--- config.mk ---
export PLATFORM = sky130hd
export DESIGN_NAME = weight_stream_source_flat
export DESIGN_NICKNAME = d
export VERILOG_FILES = /design/src/rtl/weight_stream_source_if.sv /design/src/rtl/weight_stream_source.sv /design/src/flat_wrapper.sv
export SDC_FILE = /design/constraint.sdc
export NUM_CORES = 1
export LEC_CHECK = 0
export BUFFER_PORTS_ARGS = -buffer_cell sky130_fd_sc_hd__buf_2
export CAP_MARGIN = 20
export CORE_MARGIN = 2
export CORE_UTILIZATION = 30
export DETAILED_ROUTE_END_ITERATION = 7
export GPL_ROUTABILITY_DRIVEN = 0
export GPL_TIMING_DRIVEN = 1
export RECOVER_POWER = 25
export SYNTH_ARGS = -nofsm -noshare
export SYNTH_HDL_FRONTEND = slang
export SYNTH_SLANG_ARGS = --single-unit
--- constraint.sdc ---
create_clock -name clk -period 9.25 [get_ports clk]
set_input_delay 0.925 -clock clk [delete_from_list [all_inputs] [get_ports clk]]
set_output_delay 0.925 -clock clk [all_outputs]
set_load 0.03 [all_outputs]
--- src/rtl/weight_stream_source_if.sv ---
// Streamer bus: ROM read port toward the parameter ROM wrapper and the
// valid/ready block stream toward the consuming core.
interface weight_stream_source_if #(
  parameter int unsigned DATA_WIDTH = 16,
  parameter int unsigned P          = 1,
  parameter int unsigned AW         = 6
);
  logic [AW-1:0]           rom_addr;
  logic                    rom_ce;
  logic [DATA_WIDTH*P-1:0] rom_q;
  logic [DATA_WIDTH-1:0]   data_out [P];
  logic                    data_out_valid;
  logic                    data_out_ready;

  modport master (
    output rom_addr, rom_ce, data_out, data_out_valid,
    input  rom_q, data_out_ready
  );

  modport slave (
    input  rom_addr, rom_ce, data_out, data_out_valid,
    output rom_q, data_out_ready
  );
endinterface

--- src/rtl/weight_stream_source.sv ---
// Streams a ROM-resident tensor block by block over valid/ready, tracking
// ROM read latency with credits so back-pressure never drops or repeats a word.
module weight_stream_source #(
  parameter int unsigned DATA_WIDTH        = 16,
  parameter int unsigned TENSOR_SIZE_DIM_0 = 32,
  parameter int unsigned TENSOR_SIZE_DIM_1 = 1,
  parameter int unsigned PARALLELISM_DIM_0 = 1,
  parameter int unsigned PARALLELISM_DIM_1 = 1,
  parameter int unsigned ROM_LATENCY       = 2,
  parameter int unsigned FIFO_DEPTH        = 4,
  parameter int unsigned REPEAT            = 1
) (
  input  logic                   clk,
  input  logic                   rst,
  input  logic                   start_i,
  output logic                   busy_o,
  output logic                   done_o,
  weight_stream_source_if.master bus
);
  localparam int unsigned BLOCKS    = (TENSOR_SIZE_DIM_0 / PARALLELISM_DIM_0) *
                                      (TENSOR_SIZE_DIM_1 / PARALLELISM_DIM_1);
  localparam int unsigned P         = PARALLELISM_DIM_0 * PARALLELISM_DIM_1;
  localparam int unsigned AW        = $clog2(BLOCKS) + 1;
  localparam int unsigned WW        = DATA_WIDTH * P;
  localparam int unsigned CW        = $clog2(FIFO_DEPTH + 1) + 1;
  localparam int unsigned LAST_PASS = (REPEAT == 0) ? 0 : REPEAT - 1;
  localparam bit          ENDLESS   = (REPEAT == 0);

  typedef enum logic [1:0] {IDLE, RUN, DRAIN} state_e;

  state_e                 state_q;
  logic [AW-1:0]          addr_q;
  logic [AW-1:0]          next_addr_q, next_addr_d;
  logic [31:0]            pass_q, pass_d;
  logic                   issue_q;
  logic [ROM_LATENCY-1:0] tag_q;
  logic [CW-1:0]          in_flight_q, in_flight_d;
  logic [CW-1:0]          fifo_count_q, fifo_count_d;
  logic [WW-1:0]          fifo_q [FIFO_DEPTH];
  logic [WW-1:0]          fifo_d [FIFO_DEPTH];
  logic                   valid_q, busy_q, done_q, ce_q;

  logic                   push, pop, credit_ok, do_issue, wrap, last_issue, drain_end;
  logic [AW-1:0]          base_addr;
  logic [31:0]            base_pass;

  // Issue credit, address/pass sequencing and the shift-register output FIFO.
  always_comb begin
    push      = tag_q[ROM_LATENCY-1];
    pop       = valid_q && bus.data_out_ready;
    // A same-cycle pop frees a slot, which keeps a FIFO_DEPTH = latency+2 buffer bubble-free.
    credit_ok = ({1'b0, in_flight_q} + {1'b0, fifo_count_q}) <
                ((CW+1)'(FIFO_DEPTH) + (CW+1)'(pop));
    do_issue  = ((state_q == IDLE) && start_i) || ((state_q == RUN) && credit_ok);
    base_addr = (state_q == IDLE) ? '0 : next_addr_q;
    base_pass = (state_q == IDLE) ? '0 : pass_q;
    wrap       = (base_addr == AW'(BLOCKS - 1));
    last_issue = do_issue && wrap && !ENDLESS && (base_pass == 32'(LAST_PASS));

    next_addr_d = next_addr_q;
    pass_d      = pass_q;
    if (do_issue) begin
      next_addr_d = wrap ? '0 : base_addr + AW'(1);
      pass_d      = wrap ? base_pass + 32'd1 : base_pass;
    end

    in_flight_d  = in_flight_q + CW'(do_issue) - CW'(push);
    fifo_count_d = fifo_count_q + CW'(push) - CW'(pop);
    drain_end    = (state_q == DRAIN) && (in_flight_d == '0) && (fifo_count_d == '0);

    for (int unsigned i = 0; i < FIFO_DEPTH; i++) fifo_d[i] = fifo_q[i];
    if (pop) begin
      for (int unsigned i = 0; i + 1 < FIFO_DEPTH; i++) fifo_d[i] = fifo_q[i + 1];
    end
    for (int unsigned i = 0; i < FIFO_DEPTH; i++) begin
      if (push && (CW'(i) == fifo_count_q - CW'(pop))) fifo_d[i] = bus.rom_q;
    end
  end

  always_ff @(posedge clk) begin
    if (rst) begin
      state_q      <= IDLE;
      addr_q       <= '0;
      next_addr_q  <= '0;
      pass_q       <= '0;
      issue_q      <= 1'b0;
      tag_q        <= '0;
      in_flight_q  <= '0;
      fifo_count_q <= '0;
      valid_q      <= 1'b0;
      busy_q       <= 1'b0;
      done_q       <= 1'b0;
      ce_q         <= 1'b1;
    end else begin
      ce_q         <= 1'b1;
      issue_q      <= do_issue;
      tag_q        <= ROM_LATENCY'({tag_q, issue_q});
      next_addr_q  <= next_addr_d;
      pass_q       <= pass_d;
      in_flight_q  <= in_flight_d;
      fifo_count_q <= fifo_count_d;
      valid_q      <= (fifo_count_d != '0);
      done_q       <= drain_end;
      if (do_issue) addr_q <= base_addr;
      case (state_q)
        IDLE: begin
          if (start_i) begin
            state_q <= last_issue ? DRAIN : RUN;
            busy_q  <= 1'b1;
          end
        end
        RUN: begin
          if (last_issue) state_q <= DRAIN;
        end
        DRAIN: begin
          if (drain_end) begin
            state_q <= IDLE;
            busy_q  <= 1'b0;
          end
        end
        default: state_q <= IDLE;
      endcase
    end
  end

  // Buffered words carry no reset: valid_q alone qualifies them.
  always_ff @(posedge clk) begin
    for (int unsigned i = 0; i < FIFO_DEPTH; i++) fifo_q[i] <= fifo_d[i];
  end

  assign bus.rom_addr       = addr_q;
  assign bus.rom_ce         = ce_q;
  assign bus.data_out_valid = valid_q;
  assign busy_o             = busy_q;
  assign done_o             = done_q;

  for (genvar j = 0; j < int'(P); j++) begin : g_lane
    assign bus.data_out[j] = fifo_q[0][j*DATA_WIDTH +: DATA_WIDTH];
  end
endmodule

--- src/flat_wrapper.sv ---
// flat-port wrapper written by rule: the top's interface ports become plain ports
module weight_stream_source_flat 
#(
  parameter int unsigned DATA_WIDTH        = 16,
  parameter int unsigned TENSOR_SIZE_DIM_0 = 32,
  parameter int unsigned TENSOR_SIZE_DIM_1 = 1,
  parameter int unsigned PARALLELISM_DIM_0 = 1,
  parameter int unsigned PARALLELISM_DIM_1 = 1,
  parameter int unsigned ROM_LATENCY       = 2,
  parameter int unsigned FIFO_DEPTH        = 4,
  parameter int unsigned REPEAT            = 1
)
  (clk, rst, start_i, busy_o, done_o, bus_rom_addr, bus_rom_ce, bus_data_out, bus_data_out_valid, bus_rom_q, bus_data_out_ready);
  weight_stream_source_if #(.DATA_WIDTH(DATA_WIDTH), .P(1), .AW(6)) bus_i ();
  input  logic clk;
  input  logic rst;
  input  logic start_i;
  output logic busy_o;
  output logic done_o;
  output wire logic [$bits(bus_i.rom_addr)-1:0] bus_rom_addr;
  output wire logic [$bits(bus_i.rom_ce)-1:0] bus_rom_ce;
  output wire logic [$bits(bus_i.data_out)-1:0] bus_data_out;
  output wire logic [$bits(bus_i.data_out_valid)-1:0] bus_data_out_valid;
  input wire logic [$bits(bus_i.rom_q)-1:0] bus_rom_q;
  input wire logic [$bits(bus_i.data_out_ready)-1:0] bus_data_out_ready;
  assign bus_rom_addr = bus_i.rom_addr;
  assign bus_rom_ce = bus_i.rom_ce;
  assign bus_data_out = {>>{bus_i.data_out}};
  assign bus_data_out_valid = bus_i.data_out_valid;
  assign bus_i.rom_q = bus_rom_q;
  assign bus_i.data_out_ready = bus_data_out_ready;
  weight_stream_source #(.DATA_WIDTH(DATA_WIDTH), .TENSOR_SIZE_DIM_0(TENSOR_SIZE_DIM_0), .TENSOR_SIZE_DIM_1(TENSOR_SIZE_DIM_1), .PARALLELISM_DIM_0(PARALLELISM_DIM_0), .PARALLELISM_DIM_1(PARALLELISM_DIM_1), .ROM_LATENCY(ROM_LATENCY), .FIFO_DEPTH(FIFO_DEPTH), .REPEAT(REPEAT)) u_core (.clk(clk), .rst(rst), .start_i(start_i), .busy_o(busy_o), .done_o(done_o), .bus(bus_i));
endmodule
# After elaboration in Yosys (flattened, before gate mapping)
# Memory sizes are Yosys's and may differ from the RTL's.
# Index checks and enable logic that the tools add are counted.
[classes]
order_cmp = 1
n_eq_ne = 9
reduce_logical = 21
n_addsub = 9
muxes = 17
[op_table]
columns = ["operator", "count"]
rows = [
  ["two-way mux 16 bit", 4],
  ["two-way mux 32 bit", 2],
  ["two-way mux 48 bit", 1],
  ["adder 32 x 1 -> 32 bit (second input constant)", 1],
  ["zero test 32 bit", 1],
  ["zero test 4 bit", 3],
  ["two-way mux 6 bit", 2],
  ["subtractor 4 x 1 -> 4 bit", 3],
  ["logical AND 1 bit", 11],
  ["adder 4 x 1 -> 4 bit", 2],
  ["== test 2 x 4 -> 1 bit (first input constant)", 2],
  ["two-way mux 2 bit", 4],
  ["adder 6 x 1 -> 6 bit (second input constant)", 1],
  ["== test 6 x 5 -> 1 bit (second input constant)", 1],
  ["case mux 2 bit (3 select lines)", 1],
  ["AND reduction 3 bit", 2],
  ["adder 4 x 4 -> 5 bit", 1],
  ["less-than comparator 5 bit", 1],
  ["adder 3 x 1 -> 4 bit (first input constant)", 1],
  ["== test 1 x 4 -> 1 bit (first input constant)", 1],
  ["inequality test 2 x 1 -> 1 bit (second input constant)", 2],
  ["nonzero test 4 bit", 1],
  ["== test 2 x 1 -> 1 bit (second input constant)", 1],
  ["== test 2 bit (second input constant)", 1],
  ["other kinds (6)", 7],
]
[word_totals]
n_memories = 1
mem_bits_rw = 64
output_inout_bits = 26
ff_bits = 60
[memory_table]
columns = ["name", "depth", "width", "rd", "rd_clocked_by_memory_dff", "wr", "line", "rtl"]
rows = [
  ["u_core.fifo_q", 4, 16, 4, 0, 4, "weight_stream_source.sv:39", "logic [WW-1:0] fifo_q [FIFO_DEPTH];"],
]

# Logic depth before layout (Yosys ltp)
[logic_depth]
depth_word = 12
ltp_mapped = 13
depth_no_buf = 13

# Least setup slack after synthesis
# Ideal clock, no wire load.
[synth_timing]
path_kind = "input to register"
start = "in bus_data_out_ready"
end = "mem u_core.fifo_q[1][0] in the netlist's numbering, enable pin"
stages = 9
arrival_ns = 2.936
setup_time_ns = 0.375
setup_slack_ns = 5.939
path_buffers = 2
required_ns = 8.875
cell_sequence = "and2_1 > ha_1 > ha_1 > xnor2_1 > o211ai_1 > or3_1 > clkbuf_1 > clkbuf_1 > nand2b_1"
[synth_lines]
columns = ["element", "line", "rtl"]
rows = [
  ["start, declared", "flat_wrapper.sv:25", "input wire logic [$bits(bus_i.data_out_ready)-1:0] bus_data_out_ready;"],
  ["end, declared", "weight_stream_source.sv:39", ""],
]

==> key figures <==
Status
  • Run status: complete, but fails checks
  • Failing checks: max-capacitance violations, max-slew violations

Yosys
  • Adder-cell share of the synthesized area: 4.816%
  • Async S/R FF share, synth: 0%
  • Share of synthesized area occupied by flip-flops and latches: 52.72%
  • Post-synth net total: 575
  • Number of distinct library cells after synthesis: 55
  • Most used DFF post-synth: sky130_fd_sc_hd__edfxtp_1
  • Post-synth design cell area: 0.005923 sq mm
  • Area fraction in compound gates after synthesis: 12.08%
  • Post-synth EDFFs: 64
  • Largest family of logic cells by synthesized area: simple AND/OR/NAND/NOR gates
  • Xor-xnor portion of the synthesized cell area: 1.479%
  • Share of cell area taken by muxes after synthesis: 9.506%
  • Flop and latch count out of synthesis: 124
  • Mean area per synthesized cell: 11.09 sq um
  • Yosys Warn Count: 0
  • Number of cells produced by synthesis: 534
  • Basic-gate share of the synthesized area counting and, or, nand and nor cells: 15.78%

Finish
  • Fin cells: 855
  • Fraction of layout cells with a size suffix above 1: 15.93%
  • Area grow syn2layout: 17.22%
  • Ant. Diodes: 0
  • FILL cells: 1995
  • Highest-count cells in the layout ignoring fill and taps: sky130_fd_sc_hd__edfxtp_1 (64), sky130_fd_sc_hd__dfxtp_1 (60), sky130_fd_sc_hd__mux2_2 (50)
  • Net total in the final layout: 619
  • Most common cell after layout, fill and taps aside: sky130_fd_sc_hd__edfxtp_1

Place
  • Port Buffers: 44
  • Half-perimeter wire length of the detailed placement result: 8825 microns
  • # placed instances: 824
  • Worst-case setup slack after placement: 5.484 ns

Route
  • Routed wirelength normalized by instance count: 15.26 microns
  • Via count: 4301
  • M1 WL: 5894 microns
  • Via-per-instance ratio: 5.030
  • Remaining DRCs: 0
  • Antenna Nets Post-Route: 0
  • Total Routed Length: 13050 microns
  • Highest routed metal layer: met4
  • Met2 Routed Length: 6341 microns
  • Number of detailed-route iterations in the first pass: 4
  • Initial drt markers: 331
  • Met3 wirelength from detailed routing: 659 microns

CTS
  • Number of clock sinks: 124
  • Clock insertion delay at the later pin of the skew report: 0.43 ns
  • Clock transition at the register clock pins on the worst setup and hold paths after CTS: 0.06 ns
  • H-Tree Depth: 4
  • CTS tree: built
  • Count of buffers added by post-CTS timing repair for setup: 0
  • CTS root buf: sky130_fd_sc_hd__clkbuf_16
  • Hold_buf cts: 0
  • Inserted Clock Buffers: 17
  • Buffer levels on the longest clock path: 2
  • Cts repair resizes: 0

Global route
  • All-layer global routing usage: 13.20%
  • Wire length of the first global-routing pass: 21560 microns
  • Total grt overflow: 0
  • Number of global-route vias before repair: 4343
  • Largest net degree at the start of global routing: 55
  • Number of antenna violations at the first check in global routing: 0

Die
  • Chip height: 144.5 microns
  • Total number of placement rows: 51
  • Die width: 144.5 microns
  • Core Box Area: 0.01940 sq mm
  • Full die area: 0.02088 sq mm
  • # IOs: 46
  • Initial core utilization: 30.53%

Worst setup path
  • Required @ worst endpoint: 9.55 ns
  • Worst reg2reg setup slack: 5.45 ns
  • Worst path buffer plus inverter count: 2
  • Launching element type of the critical path: input port
  • Class of the most critical setup path: in2reg
  • CP cell instances: clkbuf_1 -> inv_1 -> and3_1 -> mux2_2
  • Slowest cell on the critical path: sky130_fd_sc_hd__clkbuf_1
  • Sort of element at the end of the critical path: flop
  • Slowest cell delay on critical path: 1.72 ns
  • Worst Path Arrival: 4.13 ns
  • Worst-path fanout max: 54
  • Family with the most delay on the worst path: buffers and inverters

STA
  • Worst-case hold slack: 0.4409 ns
  • Unrepaired setup endpoints after global routing: no
  • Min Tclk post-route: 3.830 ns
  • Total negative slack for setup checks: 0 ns
  • Number of hold violations in the final report: 0
  • FMAX: 261.1 MHz
  • Clock skew: 0.02314 ns
  • Worst path setup slack after routing: 5.420 ns
  • Final count of pins violating max slew: 55
  • Pin slew with the least headroom to its limit: 2.466 ns
  • Final period utilization: 41.41%
  • Final Setup Violations: 0
  • Tightest slew margin relative to the limit: -64.40%

Power
  • Clk pwr share: 38.1%
  • Internal power component: 0.001185 W
  • Comb power frac: 20.9%
  • Switching share of power: 29.84%
  • Peak VDD IR: 0.0001766 V
  • Total net switching power: 0.0005040 W
  • Power Density: 243.3 mW/mm^2
  • Leak Pwr: 2.265 nW
  • Sequential Power Share: 41.0%
  • Tot Pwr: 0.001689 W

Flow run
  • Total of max-cap violations: 1

Hold path
  • Path category of the worst min-delay check: reg2reg
layout make-up:
type	count	area, sq um	area share [%]
Tap cell	265	331.6	4.776
Clock inverter	14	146.4	2.108
Sequential cell	124	3123	44.98
Timing Repair Buffer	52	224.0	3.226
Clock buffer	17	425.4	6.127
Inverter	26	97.59	1.406
Multi-Input combinational cell	357	2595	37.38
power by group through the flow:
stage / clock network [W] / logic (W) / registers [W]
finish: 0.000643 / 0.000353 / 0.000692
detailed placement: 0 / 0.000358 / 0.000704
CTS: 0.000656 / 0.000362 / 0.000693
floorplan: 0 / 0.000231 / 0.000732
global route: 0.000682 / 0.000393 / 0.000700
global placement: 0 / 0.000345 / 0.000701
sequential cells by signal, summed over array words and instances, names as in the netlist, 2 cells and up:
register             flops
u_core.tag_q             2
u_core.pass_q           32
u_core.bus.rom_addr      6
u_core.in_flight_q       4
u_core.fifo_q           64
u_core.state_q           2
u_core.next_addr_q       6
u_core.fifo_count_q      4
per-layer routing:
metal / GRT usage [%] / up-vias
met1: 16.20 / 2067
met3: 4.073 / 13
met5: 0 / -
li1: - / 2117
met4: 4.497 / 0
met2: 22.03 / 104
cell families (layout without fill, tap and decap cells):
| group | Yosys count | in the layout |
|---|---|---|
| buffers and inverters | 53 | 109 |
| multiplexers | 50 | 50 |
| AND/OR/NAND/NOR | 172 | 172 |
| XOR/XNOR | 10 | 10 |
| AO/OA/AOI/OAI | 103 | 103 |
| other | 1 | 1 |
| flip-flops | 124 | 124 |
| adder cells (fa/ha/maj) | 21 | 21 |
synthesized netlist by cell type (3+ instances only):
cell type,instances,area (sq um)
sky130_fd_sc_hd__and2_1,13,81.33
sky130_fd_sc_hd__and3_1,4,25.02
sky130_fd_sc_hd__a211o_1,6,52.55
sky130_fd_sc_hd__dfxtp_1,60,1201
sky130_fd_sc_hd__nand3_1,27,135.1
sky130_fd_sc_hd__a21oi_1,35,175.2
sky130_fd_sc_hd__edfxtp_1,64,1922
sky130_fd_sc_hd__buf_2,6,30.03
sky130_fd_sc_hd__or2_2,3,18.77
sky130_fd_sc_hd__nor3_1,6,30.03
sky130_fd_sc_hd__nor2b_1,7,43.79
sky130_fd_sc_hd__o2111ai_1,10,87.58
sky130_fd_sc_hd__mux2_2,50,563.0
sky130_fd_sc_hd__nor4_1,14,87.58
sky130_fd_sc_hd__o211ai_1,22,165.2
sky130_fd_sc_hd__fa_1,3,60.06
sky130_fd_sc_hd__nand2_1,35,131.4
sky130_fd_sc_hd__clkbuf_1,18,67.56
sky130_fd_sc_hd__inv_1,26,97.59
sky130_fd_sc_hd__or4_1,11,82.58
sky130_fd_sc_hd__nor2_1,22,82.58
sky130_fd_sc_hd__o31ai_1,6,45.04
sky130_fd_sc_hd__or3_1,9,56.30
sky130_fd_sc_hd__o21ai_0,5,25.02
sky130_fd_sc_hd__xnor2_1,9,78.83
sky130_fd_sc_hd__ha_1,18,225.2
sky130_fd_sc_hd__nand4_1,9,56.30
path summary, 6_finish.rpt:
kind,from,depth (start not counted),endpoint
setup / recovery,rst,4,u_core.pass_q[27]
hold / removal,u_core.issue_q,1,u_core.tag_q[0]
setup reg to reg,u_core.fifo_count_q[1],13,u_core.state_q[1]
hold reg to reg,u_core.issue_q,1,u_core.tag_q[0]
stage by stage:
step / utilization, % / area [sq um]
finish: 35.79 / 6943
global route: 35.79 / 6943
CTS: 36.08 / 6999
detailed placement: 33.13 / 6427
global placement: 33.13 / 6427
floorplan: - / 5923
worst register-to-register path, stage by stage, from the launching register on:
cell and delay (ns):
sky130_fd_sc_hd__dfxtp_1 0.41, sky130_fd_sc_hd__inv_1 0.14, sky130_fd_sc_hd__fa_1 0.55, sky130_fd_sc_hd__nand4b_1 0.16
sky130_fd_sc_hd__a21oi_4 0.27, sky130_fd_sc_hd__o21ai_0 0.14, sky130_fd_sc_hd__buf_4 0.22, sky130_fd_sc_hd__nand2_1 0.16
sky130_fd_sc_hd__ha_1 0.21, sky130_fd_sc_hd__fa_1 0.44, sky130_fd_sc_hd__nor4b_1 0.28, sky130_fd_sc_hd__nand2_1 0.08
sky130_fd_sc_hd__nor4_1 0.37, sky130_fd_sc_hd__o32ai_1 0.13
Power figures use the tool's default switching activity.
